===== src/rtl/stage_sequencer_pkg.sv =====
// Shared state encodings, stage-enable bundle and the state -> enable decode
// for the LEGv8 multi-cycle stage sequencer.
package stage_sequencer_pkg;

  localparam int ST_W = 3;

  typedef enum logic [ST_W-1:0] {
    ST_IDLE      = 3'd0,
    ST_FETCH     = 3'd1,
    ST_DECODE    = 3'd2,
    ST_EXECUTE   = 3'd3,
    ST_MEMORY    = 3'd4,
    ST_WRITEBACK = 3'd5,
    ST_FAULT     = 3'd6
  } state_e;

  typedef struct packed {
    logic fetch_en;
    logic decode_en;
    logic exec_en;
    logic mem_req;
    logic wb_en;
    logic pc_write;
  } stage_en_t;

  // Pure Moore decode; acc is the access flag captured when MEMORY is entered.
  function automatic stage_en_t stage_enables(state_e s, logic acc);
    stage_en_t e;
    e = '0;
    case (s)
      ST_FETCH:     e.fetch_en  = 1'b1;
      ST_DECODE:    e.decode_en = 1'b1;
      ST_EXECUTE:   e.exec_en   = 1'b1;
      ST_MEMORY:    e.mem_req   = acc;
      ST_WRITEBACK: begin
        e.wb_en    = 1'b1;
        e.pc_write = 1'b1;
      end
      default: ;
    endcase
    return e;
  endfunction

endpackage


===== src/rtl/stage_sequencer_if.sv =====
// Control/handshake bundle between the stage sequencer (master) and the
// datapath / data-memory side (slave).
interface stage_sequencer_if #(
  parameter int CNT_W = 32
);
  import stage_sequencer_pkg::*;

  logic             run;
  logic             halt_req;
  logic             mem_read;
  logic             mem_write;
  logic             reg_write;
  logic             mem_ready;
  logic             fetch_en;
  logic             decode_en;
  logic             exec_en;
  logic             mem_req;
  logic             wb_en;
  logic             rf_write_en;
  logic             pc_write;
  logic             busy;
  logic             mem_fault;
  logic [CNT_W-1:0] instr_count;
  logic [ST_W-1:0]  state;

  modport master (
    input  run, halt_req, mem_read, mem_write, reg_write, mem_ready,
    output fetch_en, decode_en, exec_en, mem_req, wb_en, rf_write_en,
           pc_write, busy, mem_fault, instr_count, state
  );

  modport slave (
    output run, halt_req, mem_read, mem_write, reg_write, mem_ready,
    input  fetch_en, decode_en, exec_en, mem_req, wb_en, rf_write_en,
           pc_write, busy, mem_fault, instr_count, state
  );

endinterface


===== src/rtl/stage_sequencer_mem_wait_timer.sv =====
// Counts memory-phase cycles spent without mem_ready; expired flags the
// MEM_TIMEOUT-th such cycle so the sequencer faults on the next edge.
module stage_sequencer_mem_wait_timer #(
  parameter int MEM_TIMEOUT = 15
) (
  input  logic clk,
  input  logic reset,
  input  logic clear,
  input  logic en,
  output logic expired
);

  localparam int W = $clog2(MEM_TIMEOUT + 1);

  logic [W-1:0] cnt_q;

  assign expired = en && (cnt_q == W'(MEM_TIMEOUT - 1));

  always_ff @(posedge clk) begin
    if (reset || clear) cnt_q <= '0;
    else if (en && !expired) cnt_q <= cnt_q + W'(1);
  end

endmodule


===== src/rtl/stage_sequencer.sv =====
// Multi-cycle fetch/decode/execute/memory/write-back sequencer: one-hot stage
// enables from a single clock, memory-ready stretching, halt latch, retire count.
module stage_sequencer
  import stage_sequencer_pkg::*;
#(
  parameter int MEM_TIMEOUT = 15,
  parameter int CNT_W       = 32
) (
  input  logic              clk,
  input  logic              reset,
  stage_sequencer_if.master bus
);

  state_e           state_q, state_d;
  logic             acc_q;
  logic             halt_q;
  logic [CNT_W-1:0] cnt_q;
  logic             busy;
  logic             tmr_clear, tmr_en, tmr_expired;
  stage_en_t        en;

  assign busy = (state_q != ST_IDLE) && (state_q != ST_FAULT);

  stage_sequencer_mem_wait_timer #(.MEM_TIMEOUT(MEM_TIMEOUT)) u_mem_wait_timer (
    .clk     (clk),
    .reset   (reset),
    .clear   (tmr_clear),
    .en      (tmr_en),
    .expired (tmr_expired)
  );

  // Timer is idle-cleared outside MEMORY so every memory phase starts at zero.
  assign tmr_clear = (state_q != ST_MEMORY);
  assign tmr_en    = (state_q == ST_MEMORY) && acc_q && !bus.mem_ready;

  always_ff @(posedge clk) begin
    if (reset) begin
      state_q <= ST_IDLE;
      acc_q   <= 1'b0;
      halt_q  <= 1'b0;
      cnt_q   <= '0;
    end else begin
      state_q <= state_d;
      if (state_q == ST_EXECUTE) acc_q <= bus.mem_read | bus.mem_write;
      // Halt is consumed at write-back whether it was latched or arrives there.
      if (state_q == ST_WRITEBACK) halt_q <= 1'b0;
      else if (busy && bus.halt_req) halt_q <= 1'b1;
      if ((state_q == ST_WRITEBACK) && (cnt_q != '1)) cnt_q <= cnt_q + CNT_W'(1);
    end
  end

  always_comb begin
    state_d = state_q;
    case (state_q)
      ST_IDLE:      if (bus.run) state_d = ST_FETCH;
      ST_FETCH:     state_d = ST_DECODE;
      ST_DECODE:    state_d = ST_EXECUTE;
      ST_EXECUTE:   state_d = ST_MEMORY;
      ST_MEMORY: begin
        if (!acc_q || bus.mem_ready) state_d = ST_WRITEBACK;
        else if (tmr_expired)        state_d = ST_FAULT;
      end
      ST_WRITEBACK: begin
        if (halt_q || bus.halt_req) state_d = ST_IDLE;
        else if (bus.run)           state_d = ST_FETCH;
        else                        state_d = ST_IDLE;
      end
      ST_FAULT:     state_d = ST_FAULT;
      default:      state_d = ST_IDLE;
    endcase
  end

  // Strobes are squashed while reset is asserted so an aborted instruction
  // never commits a register or PC write.
  assign en = reset ? '0 : stage_enables(state_q, acc_q);

  assign bus.fetch_en    = en.fetch_en;
  assign bus.decode_en   = en.decode_en;
  assign bus.exec_en     = en.exec_en;
  assign bus.mem_req     = en.mem_req;
  assign bus.wb_en       = en.wb_en;
  assign bus.pc_write    = en.pc_write;
  assign bus.rf_write_en = en.wb_en & bus.reg_write;
  assign bus.busy        = busy;
  assign bus.mem_fault   = (state_q == ST_FAULT);
  assign bus.instr_count = cnt_q;
  assign bus.state       = state_q;

endmodule


===== src/flat_wrapper.sv =====
// flat-port wrapper written by rule: the top's interface ports become plain ports
module stage_sequencer_flat import stage_sequencer_pkg::*;
#(
  parameter int MEM_TIMEOUT = 15,
  parameter int CNT_W       = 32
)
  (clk, reset, bus_run, bus_halt_req, bus_mem_read, bus_mem_write, bus_reg_write, bus_mem_ready, bus_fetch_en, bus_decode_en, bus_exec_en, bus_mem_req, bus_wb_en, bus_rf_write_en, bus_pc_write, bus_busy, bus_mem_fault, bus_instr_count, bus_state);
  stage_sequencer_if #(.CNT_W(CNT_W)) bus_i ();
  input  logic clk;
  input  logic reset;
  input wire logic [$bits(bus_i.run)-1:0] bus_run;
  input wire logic [$bits(bus_i.halt_req)-1:0] bus_halt_req;
  input wire logic [$bits(bus_i.mem_read)-1:0] bus_mem_read;
  input wire logic [$bits(bus_i.mem_write)-1:0] bus_mem_write;
  input wire logic [$bits(bus_i.reg_write)-1:0] bus_reg_write;
  input wire logic [$bits(bus_i.mem_ready)-1:0] bus_mem_ready;
  output wire logic [$bits(bus_i.fetch_en)-1:0] bus_fetch_en;
  output wire logic [$bits(bus_i.decode_en)-1:0] bus_decode_en;
  output wire logic [$bits(bus_i.exec_en)-1:0] bus_exec_en;
  output wire logic [$bits(bus_i.mem_req)-1:0] bus_mem_req;
  output wire logic [$bits(bus_i.wb_en)-1:0] bus_wb_en;
  output wire logic [$bits(bus_i.rf_write_en)-1:0] bus_rf_write_en;
  output wire logic [$bits(bus_i.pc_write)-1:0] bus_pc_write;
  output wire logic [$bits(bus_i.busy)-1:0] bus_busy;
  output wire logic [$bits(bus_i.mem_fault)-1:0] bus_mem_fault;
  output wire logic [$bits(bus_i.instr_count)-1:0] bus_instr_count;
  output wire logic [$bits(bus_i.state)-1:0] bus_state;
  assign bus_i.run = bus_run;
  assign bus_i.halt_req = bus_halt_req;
  assign bus_i.mem_read = bus_mem_read;
  assign bus_i.mem_write = bus_mem_write;
  assign bus_i.reg_write = bus_reg_write;
  assign bus_i.mem_ready = bus_mem_ready;
  assign bus_fetch_en = bus_i.fetch_en;
  assign bus_decode_en = bus_i.decode_en;
  assign bus_exec_en = bus_i.exec_en;
  assign bus_mem_req = bus_i.mem_req;
  assign bus_wb_en = bus_i.wb_en;
  assign bus_rf_write_en = bus_i.rf_write_en;
  assign bus_pc_write = bus_i.pc_write;
  assign bus_busy = bus_i.busy;
  assign bus_mem_fault = bus_i.mem_fault;
  assign bus_instr_count = bus_i.instr_count;
  assign bus_state = bus_i.state;
  stage_sequencer #(.MEM_TIMEOUT(MEM_TIMEOUT), .CNT_W(CNT_W)) u_core (.clk(clk), .reset(reset), .bus(bus_i));
endmodule

===== config.mk =====
export PLATFORM = sky130hd
export DESIGN_NAME = stage_sequencer_flat
export DESIGN_NICKNAME = d
export VERILOG_FILES = /design/src/rtl/stage_sequencer_pkg.sv /design/src/rtl/stage_sequencer_if.sv /design/src/rtl/stage_sequencer_mem_wait_timer.sv /design/src/rtl/stage_sequencer.sv /design/src/flat_wrapper.sv
export SDC_FILE = /design/constraint.sdc
export NUM_CORES = 1
export LEC_CHECK = 0
export CAP_MARGIN = 20
export CORE_UTILIZATION = 45
export CTS_CLUSTER_DIAMETER = 60
export DETAILED_ROUTE_END_ITERATION = 10
export PLACE_DENSITY = 0.76
export SLEW_MARGIN = 25
export SYNTH_ARGS = -nofsm -noshare
export SYNTH_HDL_FRONTEND = slang
export SYNTH_SLANG_ARGS = --single-unit

===== constraint.sdc =====
create_clock -name clk -period 2 [get_ports clk]
set_input_delay 0.4 -clock clk [delete_from_list [all_inputs] [get_ports clk]]
set_output_delay 0.4 -clock clk [all_outputs]
set_load 0.05 [all_outputs]

==> impl_metrics.toml, run 1 <==
[status]
run_status = "completed"

[pwr]
p_leak_nw = 1.15
p_int_mw = 1.14
power_density_mw_per_mm2 = 479
pwr-share-seq_pct = 53.0
pwr-share-clk_pct = 37.3
p_sw_share_pct = 25.8
switchingPower_mw = 0.397
power_mw = 1.54
combPwrFrac_pct = 9.7
ir_drop_v = 0.000355

[synthesis]
yosys.area_share.simple_pct = 34.6
synth-seq-cells = 41
syn_nets = 279
yosys.area.top_type = "dfxtp_1"
synth_cells = 268
synth_seq_area_share_pct = 37.7
yosysUniqueCellTypes = 43
yosys.area_share.xor_xnor_pct = 2.01
synth_top_area_share_pct = 37.7
yosys.area_share.adder_pct = 1.73
yosys-top-cells-area = "dfxtp_1, a21oi_1, or3_1"
synth_compound_area_share_pct = 16.8
yosys_warnings = 0
synth_top_family_by_area = "simple AND/OR/NAND/NOR gates"
avgSynthCellArea_um2 = 8.12
synthMuxAreaShare_pct = 2.53
synth_area_mm2 = 0.00218

[cts]
cts_made_buffers = 5
clockBufferDepth = 2
clkSinkCount = 41
clk_latency_ns = 0.30
root_buffer = "clkbuf_8"
cts.clk_slew.worst_paths_ns = 0.09
cts_tree = "done"
htree_levels = 2

[timing]
relSlewSlack_pct = 64.0
finClkSkew_ns = 0.0109
drv_slew = 0
tightest_slew_ns = 0.538
period_minus_slack_ns = 1.99
whs_ns = 0.440
finalCritPeriodShare_pct = 99.7
fmax_mhz = 502
rsz0062_at_grt = "yes"
setup_violations = 0
finalHoldViolations = 0

[layout]
final_cell_mix = "clkdlybuf4s50_1, buf_4, a21oi_1"
final_nets = 347
fin_cells = 389
final_common_cell = "clkdlybuf4s50_1"
seq_area_um2 = 903
n_antenna_cell = 0
multi_input_area_mm2 = 0.00135
fill_cells = 356
drive_gt1_share_pct = 32.0
syn2layout_area_growth_pct = 47.7

[setup_path]
critPathLaunchType = "flop"
critPathKind = "reg2reg"
rrSetupSlack_ns = 0.007
worst-path-max-fanout = 6
arrival_ns = 2.23
crit_required_ns = 2.24
reg2reg_depth = 6
cp-end-kind = "flop"

[routing]
drc = 0
antenna_left = 0
vias_per_cell = 5.85
drt_iter0_markers = 123
drtPass1Iterations = 4
wl_per_cell_um = 14.6
vias = 2275
drt_wl_total_um = 5690

[die]
rows = 24
fp.dieW_um = 71.5
start_util_pct = 48.3
ioPinCount = 52
chipHeight_um = 71.5
die-area_mm2 = 0.00512
coreArea_mm2 = 0.00450

[global_routing]
grt_pass1_wl_um = 9200
antenna_found_initial = 0
busiest_layer = "met2"
grtUsageMet3_pct = 5.34
grt_pass1_vias = 2034
grt_max_degree = 29
grt_util_met2_pct = 38.3
track_usage_pct = 22.8
grt-ovfl-total = 0
gr-usage-met1_pct = 28.7

[place]
place_congestion = 0.797
dp_cells = 377
io_buffer_count = 51
place_hpwl_um = 4090

[run]
cap_violations = 0

[min_path]
hold-path-cell-count = 3
hold_class = "in2reg"
## power groups by stage
stage | clock [mW] | sequential, mW | combinational, mW
global placement | 0 | 0.834 | 0.143
CTS | 0.588 | 0.815 | 0.146
detailed placement | 0 | 0.835 | 0.145
finish | 0.574 | 0.816 | 0.149
global route | 0.626 | 0.818 | 0.159
floorplan | 0 | 0.844 | 0.0864
## worst max-delay path, stage by stage, from the launching register on
cell and delay [ns]:
dfxtp_4 0.35, and4_4 0.23, nand3_2 0.08, or4_4 0.59, buf_6 0.15, or4_4 0.41
a21oi_2 0.13
## metrics by stage
step,setup WS [ns],TNS [ns],util (%),area [µm²]
6_report,0.00653,0,71.3,3210
2_1_floorplan,-0.117,-0.369,-,2320
3_5_place_dp,-0.0139,-0.0139,67.5,3040
3_3_place_gp,0.0345,0,67.5,3040
4_1_cts,0.0132,0,69.8,3140
5_1_grt,-0.0181,-0.0442,71.3,3210
## area by class of cell
type	count	area share, %
Multi-Input combinational cell	204	42.0
Sequential cell	41	28.1
Timing Repair Buffer	78	24.3
Clock buffer	7	2.69
Tap cell	52	2.02
Inverter	6	0.701
Clock inverter	1	0.195
## sequential cells by signal (all words and copies together), names as in the netlist
| register | flops |
|---|---|
| u_core.halt_q | 1 |
| u_core.acc_q | 1 |
| u_core.bus.instr_count | 32 |
| u_core.u_mem_wait_timer.cnt_q | 4 |
| u_core.bus.state | 3 |
## synth_stat cells, drive strengths merged
cell      n
buf       9
nor3b     1
nand3    13
and3b     1
nor3      6
o21ba     1
and2      1
ha        3
and3      7
mux2      4
or3      17
or2       3
nand2    15
clkbuf    8
o211ai    2
mux2i     1
nand4    12
a211oi    2
nor4      8
a21oi    28
xor2      3
dfxtp    41
a31oi     1
nor2     19
xnor2     2
nor2b     4
o21ai    16
inv       6
o21a      1
o2111ai   1
nand3b    2
a21boi    1
nand2b    4
and4      5
or4      10
o31ai    10
## layer usage
layer / part of all wire (%) / vias up
li1: - / 1137
met1: 45 / 1081
met2: 49 / 49
met3: 3.8 / 8
met4: 1.4 / 0
met5: 0 / -
## kinds of logic (layout without fill, tap and decap cells)
kind of cell    count (synthesis)  after routing
simple gates                  128            128
compound gates                 63             63
flops                          41             41
buf+inv                        23             92
xor+xnor                        5              5
mux                             5              5
fa+ha+maj                       3              3
## final timing paths
path | from | endpoint
max | u_core.bus.instr_count[8] | u_core.bus.instr_count[17]
min | reset | u_core.u_mem_wait_timer.cnt_q[0]
max reg2reg | u_core.bus.instr_count[8] | u_core.bus.instr_count[17]
min reg2reg | u_core.bus.instr_count[30] | u_core.bus.instr_count[30]
## repair_timing
action | 4_1_cts | 5_1_grt
gates resized for setup | 3 | 12
pin swaps | 0 | 6
gates cloned | 0 | 0
setup buffers | 0 | 4
endpoints found under the setup margin | 3 | 19
hold buffers | 0 | 0
No activity file was read; power rests on OpenSTA's default activity.
==> inputs of run 2 (changes only) <==
--- a/config.mk
+++ b/config.mk
@@ -10,6 +10,7 @@
 export CTS_CLUSTER_DIAMETER = 60
 export DETAILED_ROUTE_END_ITERATION = 10
 export PLACE_DENSITY = 0.76
+export SKIP_CTS_REPAIR_TIMING = 1
 export SLEW_MARGIN = 25
 export SYNTH_ARGS = -nofsm -noshare
 export SYNTH_HDL_FRONTEND = slang
==> run 2 against run 1 <==
Global-route usage shrank 0.12 points. Clock-buffer cell count is the same. Worst setup slack lost 0.00091 ns. Final area grew 0.35%. Routed wire length grew 0.28%. Clock power is essentially flat. Worst hold slack lost 0.0036 ns. Sequential power is essentially flat. Clock skew is essentially flat. Non-clock buffer count grew 1. Critical path depth is the same.
==> impl_metrics.toml, run 2 (synthesis results as in run 1) <==
[setup_path]
crit_required_ns = 2.24
cp-end-kind = "flop"
arrival_ns = 2.23
startpoint = "u_core.bus.instr_count[8]"
worst-path-max-fanout = 6
critPathLaunchType = "flop"
r2r_start = "u_core.bus.instr_count[8]"
critPathKind = "reg2reg"
reg2reg_depth = 6

[die]
chipHeight_um = 71.5
coreArea_mm2 = 0.00450
rows = 24
die-area_mm2 = 0.00512
start_util_pct = 48.3
fp.dieW_um = 71.5
ioPinCount = 52

[place]
place_congestion = 0.797
place_hpwl_um = 4090
pre_cts_ws_ns = -0.0139
io_buffer_count = 51
placed_cell_area_mm2 = 0.00304

[global_routing]
grt_pass1_vias = 2025
antenna_found_initial = 0
grt_max_degree = 29
grt-ovfl-total = 0
grt_pass1_wl_um = 9160
track_usage_pct = 22.6

[routing]
drt_iter0_markers = 149
drtPass1Iterations = 4
wl_per_cell_um = 14.6
vias_per_cell = 5.89
drc = 0
vias = 2297
drt_wl_total_um = 5710
antenna_left = 0

[timing]
fmax_mhz = 501
relSlewSlack_pct = 63.9
finClkSkew_ns = 0.0105
finalCritPeriodShare_pct = 99.7
period_minus_slack_ns = 1.99
setup_violations = 0
drv_slew = 0
rsz0062_at_grt = "yes"
finalHoldViolations = 0
worst_slack_ns = 0.00562
tns_ns = 0
tightest_slew_ns = 0.538

[cts]
htree_levels = 2
clockBufferDepth = 2
cts_made_buffers = 5
clkSinkCount = 41
root_buffer = "clkbuf_8"
cts.clk_slew.worst_paths_ns = 0.09
clk_latency_ns = 0.30
cts_tree = "done"

[layout]
seq_area_um2 = 903
drive_gt1_share_pct = 32.2
final_cell_mix = "clkdlybuf4s50_1, buf_4, a21oi_1"
n_antenna_cell = 0
syn2layout_area_growth_pct = 48.2
fill_cells = 353
fin_area_mm2 = 0.00322
final_common_cell = "clkdlybuf4s50_1"
largest_reg_flops = 32
multi_input_area_mm2 = 0.00135
final_nets = 348

[pwr]
p_leak_nw = 1.17
power_density_mw_per_mm2 = 478
ir_drop_v = 0.000357

[min_path]
min_from = "reset"
hold_class = "in2reg"
hold-path-cell-count = 3

[status]
run_status = "completed"

[run]
cap_violations = 0
## run 2: path summary, 6_finish.rpt
check	slack (ns)	endpoint
setup / recovery	0.006	u_core.bus.instr_count[17]
hold / removal	0.44	u_core.u_mem_wait_timer.cnt_q[0]
setup reg to reg	0.006	u_core.bus.instr_count[17]
hold reg to reg	0.49	u_core.bus.instr_count[30]
## run 2: metal layers
metal	GRT usage, %	vias up	wire length, µm
li1	-	1137	-
met1	28.7	1090	2540
met2	37.9	58	2820
met3	5.34	12	242
met4	7.84	0	102
met5	0	-	0
## run 2: layout make-up
cell class	instances	share of cell area, %
Multi-Input combinational cell	204	41.9
Inverter	6	0.698
Sequential cell	41	28.0
Clock inverter	1	0.194
Clock buffer	7	2.68
Tap cell	52	2.02
Timing Repair Buffer	79	24.5
## run 2: metrics by stage
stage	hold WS, ns	cells	total power, mW	util (%)
after CTS	0.495	385	1.55	69.6
after global placement	0.475	377	0.977	67.5
after global routing	0.443	390	1.60	71.6
after detailed placement	0.482	377	0.980	67.5
final	0.437	390	1.54	71.6
after floorplan	0.471	268	0.930	-
## run 2: where the power goes
group          switching (mW)  internal, mW  total, mW  leakage [nW]
registers              0.0114         0.804      0.815         0.353
clock network           0.295         0.282      0.577        0.0488
logic                  0.0936        0.0570      0.151         0.768
## run 2: critical path: stages (launching register included)
cell     delay, ns
dfxtp_4       0.35
and4_4        0.23
nand3_2       0.08
or4_4         0.59
buf_6         0.15
or4_4         0.41
a21oi_2       0.13
==> inputs of run 3 (changes only) <==
--- a/config.mk
+++ b/config.mk
@@ -8,6 +8,7 @@
 export CAP_MARGIN = 20
 export CORE_UTILIZATION = 45
 export CTS_CLUSTER_DIAMETER = 60
+export CTS_CLUSTER_SIZE = 16
 export DETAILED_ROUTE_END_ITERATION = 10
 export PLACE_DENSITY = 0.76
 export SKIP_CTS_REPAIR_TIMING = 1
==> results of run 3 <==
No change in the layout: final DEF, timing and power equal those of run 2.
